--- src/rtl/hazard_control.sv ---
// Pipeline hazard controller: destination tracker for EX/MEM/WB, load-use stall,
// branch flush and a RUN/MEM_WAIT FSM for slow loads. Optional STALL_CNT_EN adds a stall counter.
module hazard_control (
  input  logic        clk,
  input  logic        reset,
  input  logic [4:0]  id_rs1,
  input  logic [4:0]  id_rs2,
  input  logic [4:0]  id_rd,
  input  logic        id_regwrite,
  input  logic        id_memread,
  input  logic        id_valid,
  input  logic        ex_branch_taken,
  input  logic        mem_ready,
  output logic        stall_pc,
  output logic        stall_ifid,
  output logic        stall_idex,
  output logic        stall_exmem,
  output logic        flush_ifid,
  output logic        flush_idex,
  output logic [4:0]  ex_rd,
  output logic [4:0]  mem_rd,
  output logic [4:0]  wb_rd,
  output logic        ex_regwrite,
  output logic        mem_regwrite,
  output logic        wb_regwrite,
  output logic        mem_memtoreg
`ifdef STALL_CNT_EN
  ,
  output logic [15:0] stall_count
`endif
);

  typedef struct packed {
    logic [4:0] rd;
    logic       regwrite;
    logic       memread;
    logic       valid;
  } trk_t;

  localparam logic [0:0] RUN      = 1'b0;
  localparam logic [0:0] MEM_WAIT = 1'b1;

  logic [0:0] state, state_nxt;
  trk_t       ex_q, mem_q, wb_q, id_e;
  logic       in_run, mem_pending, branch_flush, load_use;

  assign id_e = '{rd: id_rd, regwrite: id_regwrite, memread: id_memread, valid: id_valid};

  assign in_run       = (state == RUN);
  // A load sitting in MEM without its data freezes EX/MEM, in RUN as well as in MEM_WAIT.
  assign mem_pending  = mem_q.valid & mem_q.memread & ~mem_ready;
  assign branch_flush = in_run & ex_branch_taken;
  assign load_use     = in_run & ex_q.valid & ex_q.memread & (ex_q.rd != 5'd0) & id_valid &
                        ((ex_q.rd == id_rs1) | (ex_q.rd == id_rs2));

  always_comb begin
    stall_pc    = 1'b0;
    stall_ifid  = 1'b0;
    stall_idex  = 1'b0;
    stall_exmem = 1'b0;
    flush_ifid  = 1'b0;
    flush_idex  = 1'b0;
    if (!reset) begin
      if (state == MEM_WAIT) begin
        stall_pc    = 1'b1;
        stall_ifid  = 1'b1;
        stall_idex  = 1'b1;
        stall_exmem = 1'b1;
      end else if (branch_flush) begin
        flush_ifid = 1'b1;
        flush_idex = 1'b1;
      end else if (load_use) begin
        stall_pc   = 1'b1;
        stall_ifid = 1'b1;
      end
    end
  end

  always_comb begin
    state_nxt = state;
    case (state)
      RUN:      if (mem_pending) state_nxt = MEM_WAIT;
      MEM_WAIT: if (mem_ready)   state_nxt = RUN;
      default:  state_nxt = RUN;
    endcase
  end

  always_ff @(posedge clk or posedge reset) begin
    if (reset) begin
      state <= RUN;
      ex_q  <= '0;
      mem_q <= '0;
      wb_q  <= '0;
    end else begin
      state <= state_nxt;
      if (mem_pending) begin
        wb_q <= '0;
      end else begin
        wb_q  <= mem_q;
        mem_q <= ex_q;
        ex_q  <= (branch_flush | load_use) ? '0 : id_e;
      end
    end
  end

  // x0 is never a forwarding source, so its regwrite is masked here.
  assign ex_rd        = ex_q.rd;
  assign mem_rd       = mem_q.rd;
  assign wb_rd        = wb_q.rd;
  assign ex_regwrite  = ~reset & ex_q.regwrite  & ex_q.valid  & (ex_q.rd  != 5'd0);
  assign mem_regwrite = ~reset & mem_q.regwrite & mem_q.valid & (mem_q.rd != 5'd0);
  assign wb_regwrite  = ~reset & wb_q.regwrite  & wb_q.valid  & (wb_q.rd  != 5'd0);
  assign mem_memtoreg = ~reset & mem_q.memread  & mem_q.valid;

`ifdef STALL_CNT_EN
  always_ff @(posedge clk or posedge reset) begin
    if (reset)
      stall_count <= 16'd0;
    else if (stall_pc && stall_count != 16'hFFFF)
      stall_count <= stall_count + 16'd1;
  end
`endif

endmodule

--- config.mk ---
export PLATFORM = sky130hd
export DESIGN_NAME = hazard_control
export DESIGN_NICKNAME = d
export VERILOG_FILES = /design/src/rtl/hazard_control.sv
export SDC_FILE = /design/constraint.sdc
export NUM_CORES = 1
export LEC_CHECK = 0
export BUFFER_PORTS_ARGS = -buffer_cell sky130_fd_sc_hd__buf_2
export CAP_MARGIN = 5
export CORE_MARGIN = 3
export CORE_UTILIZATION = 44
export DETAILED_ROUTE_END_ITERATION = 7
export HOLD_SLACK_MARGIN = 0.08
export PLACE_DENSITY_LB_ADDON = 0.3
export SLEW_MARGIN = 20
export SYNTH_ARGS = -nofsm -noshare
export SYNTH_HDL_FRONTEND = slang
export SYNTH_SLANG_ARGS = --single-unit
--- constraint.sdc ---
create_clock -name clk -period 1.6 [get_ports clk]
set_input_delay 0.08 -clock clk [delete_from_list [all_inputs] [get_ports clk]]
set_output_delay 0.08 -clock clk [all_outputs]
set_load 0.005 [all_outputs]
==> impl_metrics.ini, run 1 <==
[run_status]
status = finished with violations
violations = setup timing

[pwr]
seqPwrFrac_pct = 37.5
leakage_nw = 0.8207
vdd_drop_max_uv = 1243
p_switching_mw = 1.024
clockPowerShare_pct = 14.8
netSwitchingFraction_pct = 34.46
powerDensity_nw_per_um2 = 1727
p_int_mw = 1.948
combinationalPowerShare_pct = 47.7

[worst_hold_path]
min_path_type = input pin to flop
hp-start = ex_branch_taken

[timing]
setup_slack_ps = -302.2
final.min_clock_period_ps = 1902
tightest_slew_ps = 269.7
maxSlewHeadroom_pct = 82.02
post-route-period-util_pct = 118.9
setup-violations-final = 13
fmax_mhz = 525.7
fin_worst_skew_ps = 5.926
drv_slew = 0
hold_viol = 0
rsz0062_at_grt = true

[route]
drc = 0
routed_wl_um = 2855
routedWlPerCell_um = 13.73
vias = 1096
drt.antenna.violating_nets = 0
viasPerCell = 5.269
firstDrtPassIters = 4
drtIter0Drc = 26

[synth]
synth_xor_xnor_area_share_pct = 6.776
yosysTopAreaCell = dfrtp_1
synth_most_common_cell = dfrtp_1
ys_ff_latch = 24
ys.flop_type = dfrtp_1
yosys.area_share.adder_pct = 0
ys_warn_count = 0
synth_top_area_share_pct = 46.47
synthTopCellsByArea = dfrtp_1 (46%), buf_4 (10%), xnor2_1 (6.8%)
syn_avg_cell_area_um2 = 10.77
yosys.area_share.simple_pct = 13.36
syn_nets = 142
synth_commonest_cells = dfrtp_1 (24), buf_4 (18), nand2_1 (11)
synth_top_family_by_area = compound AO/OA/AOI/OAI gates
yosysSeqAreaShare_pct = 46.47
synthDistinctLibCells = 26
synthCells = 120
synthesis.area_um2 = 1292
async_flop_share_pct = 100.0
synthMuxAreaShare_pct = 5.227
synth_compound_area_share_pct = 15.30
synth-edff-count = 0

[layout]
n_antenna_cell = 0
finalNetCount = 200
drive_gt1_share_pct = 48.02
syn_to_final_growth_pct = 33.11
seq_area_um2 = 600.6
fillCellCount = 254
multi_input_area_um2 = 533.0
fin_area_um2 = 1720
utilization_pct = 61.85

[die]
rows = 19
ios = 47
die_width_um = 60.20
core_area_um2 = 2781
initial_core_util_pct = 46.47
die_y_um = 60.20
die-area_um2 = 3624

[worst_setup_path]
r2r_start = ex_rd[3]$_DFFE_PP0N_
endpoint_kind = output port
critPathLaunch = ex_rd[3]$_DFFE_PP0N_
cp-start-kind = flop
crit_type = flop to output port
reg2reg_slack_ps = -210
crit_required_ps = 1520
arrival_ps = 1820
crit_fanout = 2

[placement]
dpl-instance-area_um2 = 1493
gp_congestion = 0.8300
io_buffers = 46
hpwlAfterDp_um = 2055

[clock_network]
cts.clk_slew.worst_paths_ps = 130
clock-root-buffer = clkbuf_4
cts_buffers = 3
clockBufferDepth = 2
cts-htree-levels = 1
clock_latency_ps = 320
cts_tree = built
cts_sinks = 24

[run]
cap_violations = 0

[global_route]
antenna_found_initial = 0
grt_max_degree = 17
grt_first_pass_wirelength_um = 4574
grt-ovfl-total = 0
grt_pass1_vias = 998
grtUsageTotal_pct = 17.03
logic make-up after synthesis:
kind of cell | count (synthesis)
buf+inv | 25
simple gates | 31
xor+xnor | 10
flops | 24
mux | 6
compound gates | 24
path summary, 6_finish.rpt:
kind | end | cells after the start
hold / removal | ex_rd[0]$_DFFE_PP0N_ | 5
setup / recovery | stall_pc | 5
max in group asynchronous | ex_rd[0]$_DFFE_PP0N_ | 4
min in group asynchronous | wb_q[2]$_DFF_PP0_ | 4
hold reg to reg | mem_q[2]$_DFFE_PP0N_ | 1
setup reg to reg | ex_rd[4]$_DFFE_PP0N_ | 7
cells in the final DEF (no fill, tap or decap), types with 2 or more instances in the layout:
| master | synthesis | layout |
|---|---|---|
| nand3_1 | 2 | 2 |
| or4_4 | 1 | 3 |
| buf_2 | 4 | 46 |
| a32oi_1 | 8 | 8 |
| clkbuf_4 | 0 | 3 |
| dlygate4sd3_1 | 0 | 10 |
| mux2_2 | 6 | 6 |
| buf_4 | 18 | 19 |
| o2111a_1 | 3 | 3 |
| nor2_1 | 2 | 2 |
| o21ai_0 | 8 | 7 |
| or2_2 | 2 | 2 |
| xnor2_1 | 10 | 10 |
| dfrtp_1 | 24 | 24 |
| nand2_1 | 11 | 11 |
| nor2b_1 | 7 | 7 |
routing by layer:
metal	GRT usage (%)	wire (um)	up-vias
met4	3.165	13	0
met3	4.752	195	2
met5	0	0	-
met2	29.48	1586	42
li1	-	-	519
met1	21.19	1060	533
power groups by stage:
stage	Sequential (mW)	Clock [mW]	Combinational, mW
after floorplan	1.11	0	1.01
after global placement	1.13	0	1.26
after detailed placement	1.14	0	1.30
after CTS	1.12	0.447	1.38
after global routing	1.16	0.466	1.57
final	1.12	0.440	1.42
sequential cells by signal (all words and copies together), names as in the netlist:
signal,cells
mem_q,3
wb_rd,5
mem_rd,5
wb_q,2
state,1
ex_q,3
ex_rd,5
timing repair:
action,4_1_cts,5_1_grt
endpoints found under the setup margin,11,15
setup buffers,3,5
resized for setup,1,4
hold buffers,10,0
pin swaps,2,2
hold endpoints to repair,16,0
critical path, cell delays in order, from the launching register on:
cell and delay (ps):
dfrtp_1 400, or4_4 550, o2111ai_4 220, nor3_2 50, a21o_1 150, buf_2 120
layout make-up:
type,instances,area share (%)
clock buffer,3,1.309
clock inverter,1,1.745
inverter,2,0.6545
multi-input combinational,71,30.98
sequential,24,34.91
tap,31,2.255
timing repair buffer,76,28.15
stage by stage:
step           setup slack [ps]  hold WS (ps)  setup TNS (ps)  instances  power (mW)
2_1_floorplan            -114.7         125.8          -114.7        120       2.123
3_3_place_gp              5.954         119.1               0        186       2.385
3_5_place_dp             -35.27         129.0          -110.0        186       2.435
4_1_cts                  -303.6         254.7           -1514        203       2.947
5_1_grt                  -373.4         292.8           -2966        208       3.198
6_report                 -302.2         266.4           -2114        208       2.972
Power figures use the tool's default switching activity.
==> run 2: changes to the inputs <==
- CORE_UTILIZATION: 44 -> 51
- CTS_BUF_LIST: unset -> sky130_fd_sc_hd__clkbuf_8
- clock period: 1.6 -> 1.87 ns (I/O delays scaled with it)
==> run 2 against run 1 <==
  * The run now ends clean
  * Clock skew is 2.2 ps higher
  * Combinational power decreased by 25%
  * Sequential power shrank 11%
  * Flip-flop and latch count is the same
  * Global-route usage is 1.1 points higher
  * Critical path depth stayed put
  * Total power decreased by 16%
  * Die area shrank 12%
  * Highest routed layer unchanged
==> impl_metrics.ini, run 2 (synthesized netlist as in run 1, its figures left out) <==
[run_status]
status = completed

[die]
core_area_um2 = 2297
ios = 47
die-area_um2 = 3174
initial_core_util_pct = 56.26
die_width_um = 56.34
die_y_um = 56.34
rows = 17

[global_route]
grtUsageTotal_pct = 18.09
grt-ovfl-total = 0
antenna_found_initial = 0
grt_max_degree = 17
grt_pass1_vias = 993
grt_first_pass_wirelength_um = 4547

[timing]
final.min_clock_period_ps = 1865
fmax_mhz = 536.2
fin_worst_skew_ps = 8.138
drv_slew = 0
rsz0062_at_grt = true
tightest_slew_ps = 465.6
maxSlewHeadroom_pct = 68.93
post-route-period-util_pct = 99.74
hold_viol = 0
setup-violations-final = 0
fin_hold_ws_ps = 100.2
fin_setup_tns_ps = 0

[worst_setup_path]
cp-start-kind = flop
crit_fanout = 2
critPathMaxStageDelay_ps = 560
arrival_ps = 1770
crit_type = flop to output port
critPathSlowestCell = or4_4
path_cells = or4_4 > o2111ai_4 > nor3_2 > a21o_1 > buf_2
crit_family = simple AND/OR/NAND/NOR gates
crit_required_ps = 1780
endpoint_kind = output port
critPathBufInv = 1

[route]
drt.antenna.violating_nets = 0
viasPerCell = 5.406
routed_wl_um = 2815
firstDrtPassIters = 4
drtIter0Drc = 34
vias = 1038
drc = 0
routedWlPerCell_um = 14.66

[pwr]
powerDensity_nw_per_um2 = 1546
leakage_nw = 0.7670
power_mw = 2.499
vdd_drop_max_uv = 1079

[layout]
finalNetCount = 187
syn_to_final_growth_pct = 25.07
most-common-layout-cells = buf_2 (46), dfrtp_1 (23), nand2_1 (11)
utilization_pct = 70.37
drive_gt1_share_pct = 44.51
final_common_cell = buf_2
fillCellCount = 164
n_antenna_cell = 0

[run]
cap_violations = 0

[clock_network]
clockBufferDepth = 2
cts-htree-levels = 1
clock-root-buffer = clkbuf_8
cts.clk_slew.worst_paths_ps = 90
cts_sinks = 24
cts_tree = built
clock_latency_ps = 260
cts_buffers = 3

[placement]
io_buffers = 46
gp_congestion = 0.8082
hpwlAfterDp_um = 2045

[worst_hold_path]
min_path_type = input pin to flop
## run 2: cell count changes in the layout (fill, tap and decap cells not counted), moves of 2 or more
cell	delta
dlygate4sd3_1	-3
clkbuf_8	+3
clkbuf_4	-3
or4_4	-2
or4_1	+2
buf_4	-9
## run 2: final cells by class
type                       instances  area, um^2  area share, %
inverter                           2       7.507         0.4644
clock inverter                     1       30.03          1.858
multi-input combinational         71       525.5          32.51
clock buffer                       3       41.29          2.554
timing repair buffer              63       375.4          23.22
sequential                        24       601.8          37.23
tap                               28       35.03          2.167
## run 2: path summary, 6_finish.rpt
path                                            start               endpoint  slack, ps  cells past startpoint
worst max-delay path             ex_rd[1]$_DFFE_PP0N_             stall_ifid          5                      5
worst min-delay path                       id_memread    ex_q[1]$_DFFE_PP0N_        100                      3
worst max register to register   ex_rd[1]$_DFFE_PP0N_   ex_rd[2]$_DFFE_PP0N_        110                      6
worst min register to register  mem_rd[2]$_DFFE_PP0N_  mem_rd[2]$_DFFE_PP0N_        540                      1
max in group asynchronous                       reset   ex_rd[3]$_DFFE_PP0N_        920                      4
min in group asynchronous                       reset     wb_rd[3]$_DFF_PP0_        440                      3
## run 2: tightest hold or removal path, stage by stage
cell	delay, ps
buf_2	100
nand2_1	40
o21ai_0	70
## run 2: metal layers
| layer | vias up | share of wire [%] | global-route usage (%) |
|---|---|---|---|
| met5 | - | 0 | 0 |
| met4 | 0 | 0.50 | 4.068 |
| met3 | 2 | 6.6 | 2.759 |
| met2 | 48 | 54 | 33.39 |
| met1 | 494 | 39 | 21.96 |
| li1 | 494 | - | - |
## run 2: what timing repair did
action                                  CTS  global route
endpoints found under the setup margin    2             2
hold endpoints to repair                 12             1
pin swaps                                 3             1
buffers inserted                          1             0
gates resized for setup                   0             1
hold buffers                              6             1
## run 2: stage by stage
step | cell area [um^2] | std cells | setup WS, ps
floorplan | 1292 | 120 | 138.7
global placement | 1466 | 180 | 265.9
detailed placement | 1466 | 180 | 197.5
CTS | 1605 | 191 | -8.496
global route | 1617 | 192 | -48.34
finish | 1617 | 192 | 4.896
## run 2: power breakdown
group          leakage [nW]  switching [mW]  internal [mW]
sequential            0.285           0.218          0.780
clock                0.0357           0.159          0.286
combinational         0.446           0.487          0.570
total                 0.767           0.863           1.64
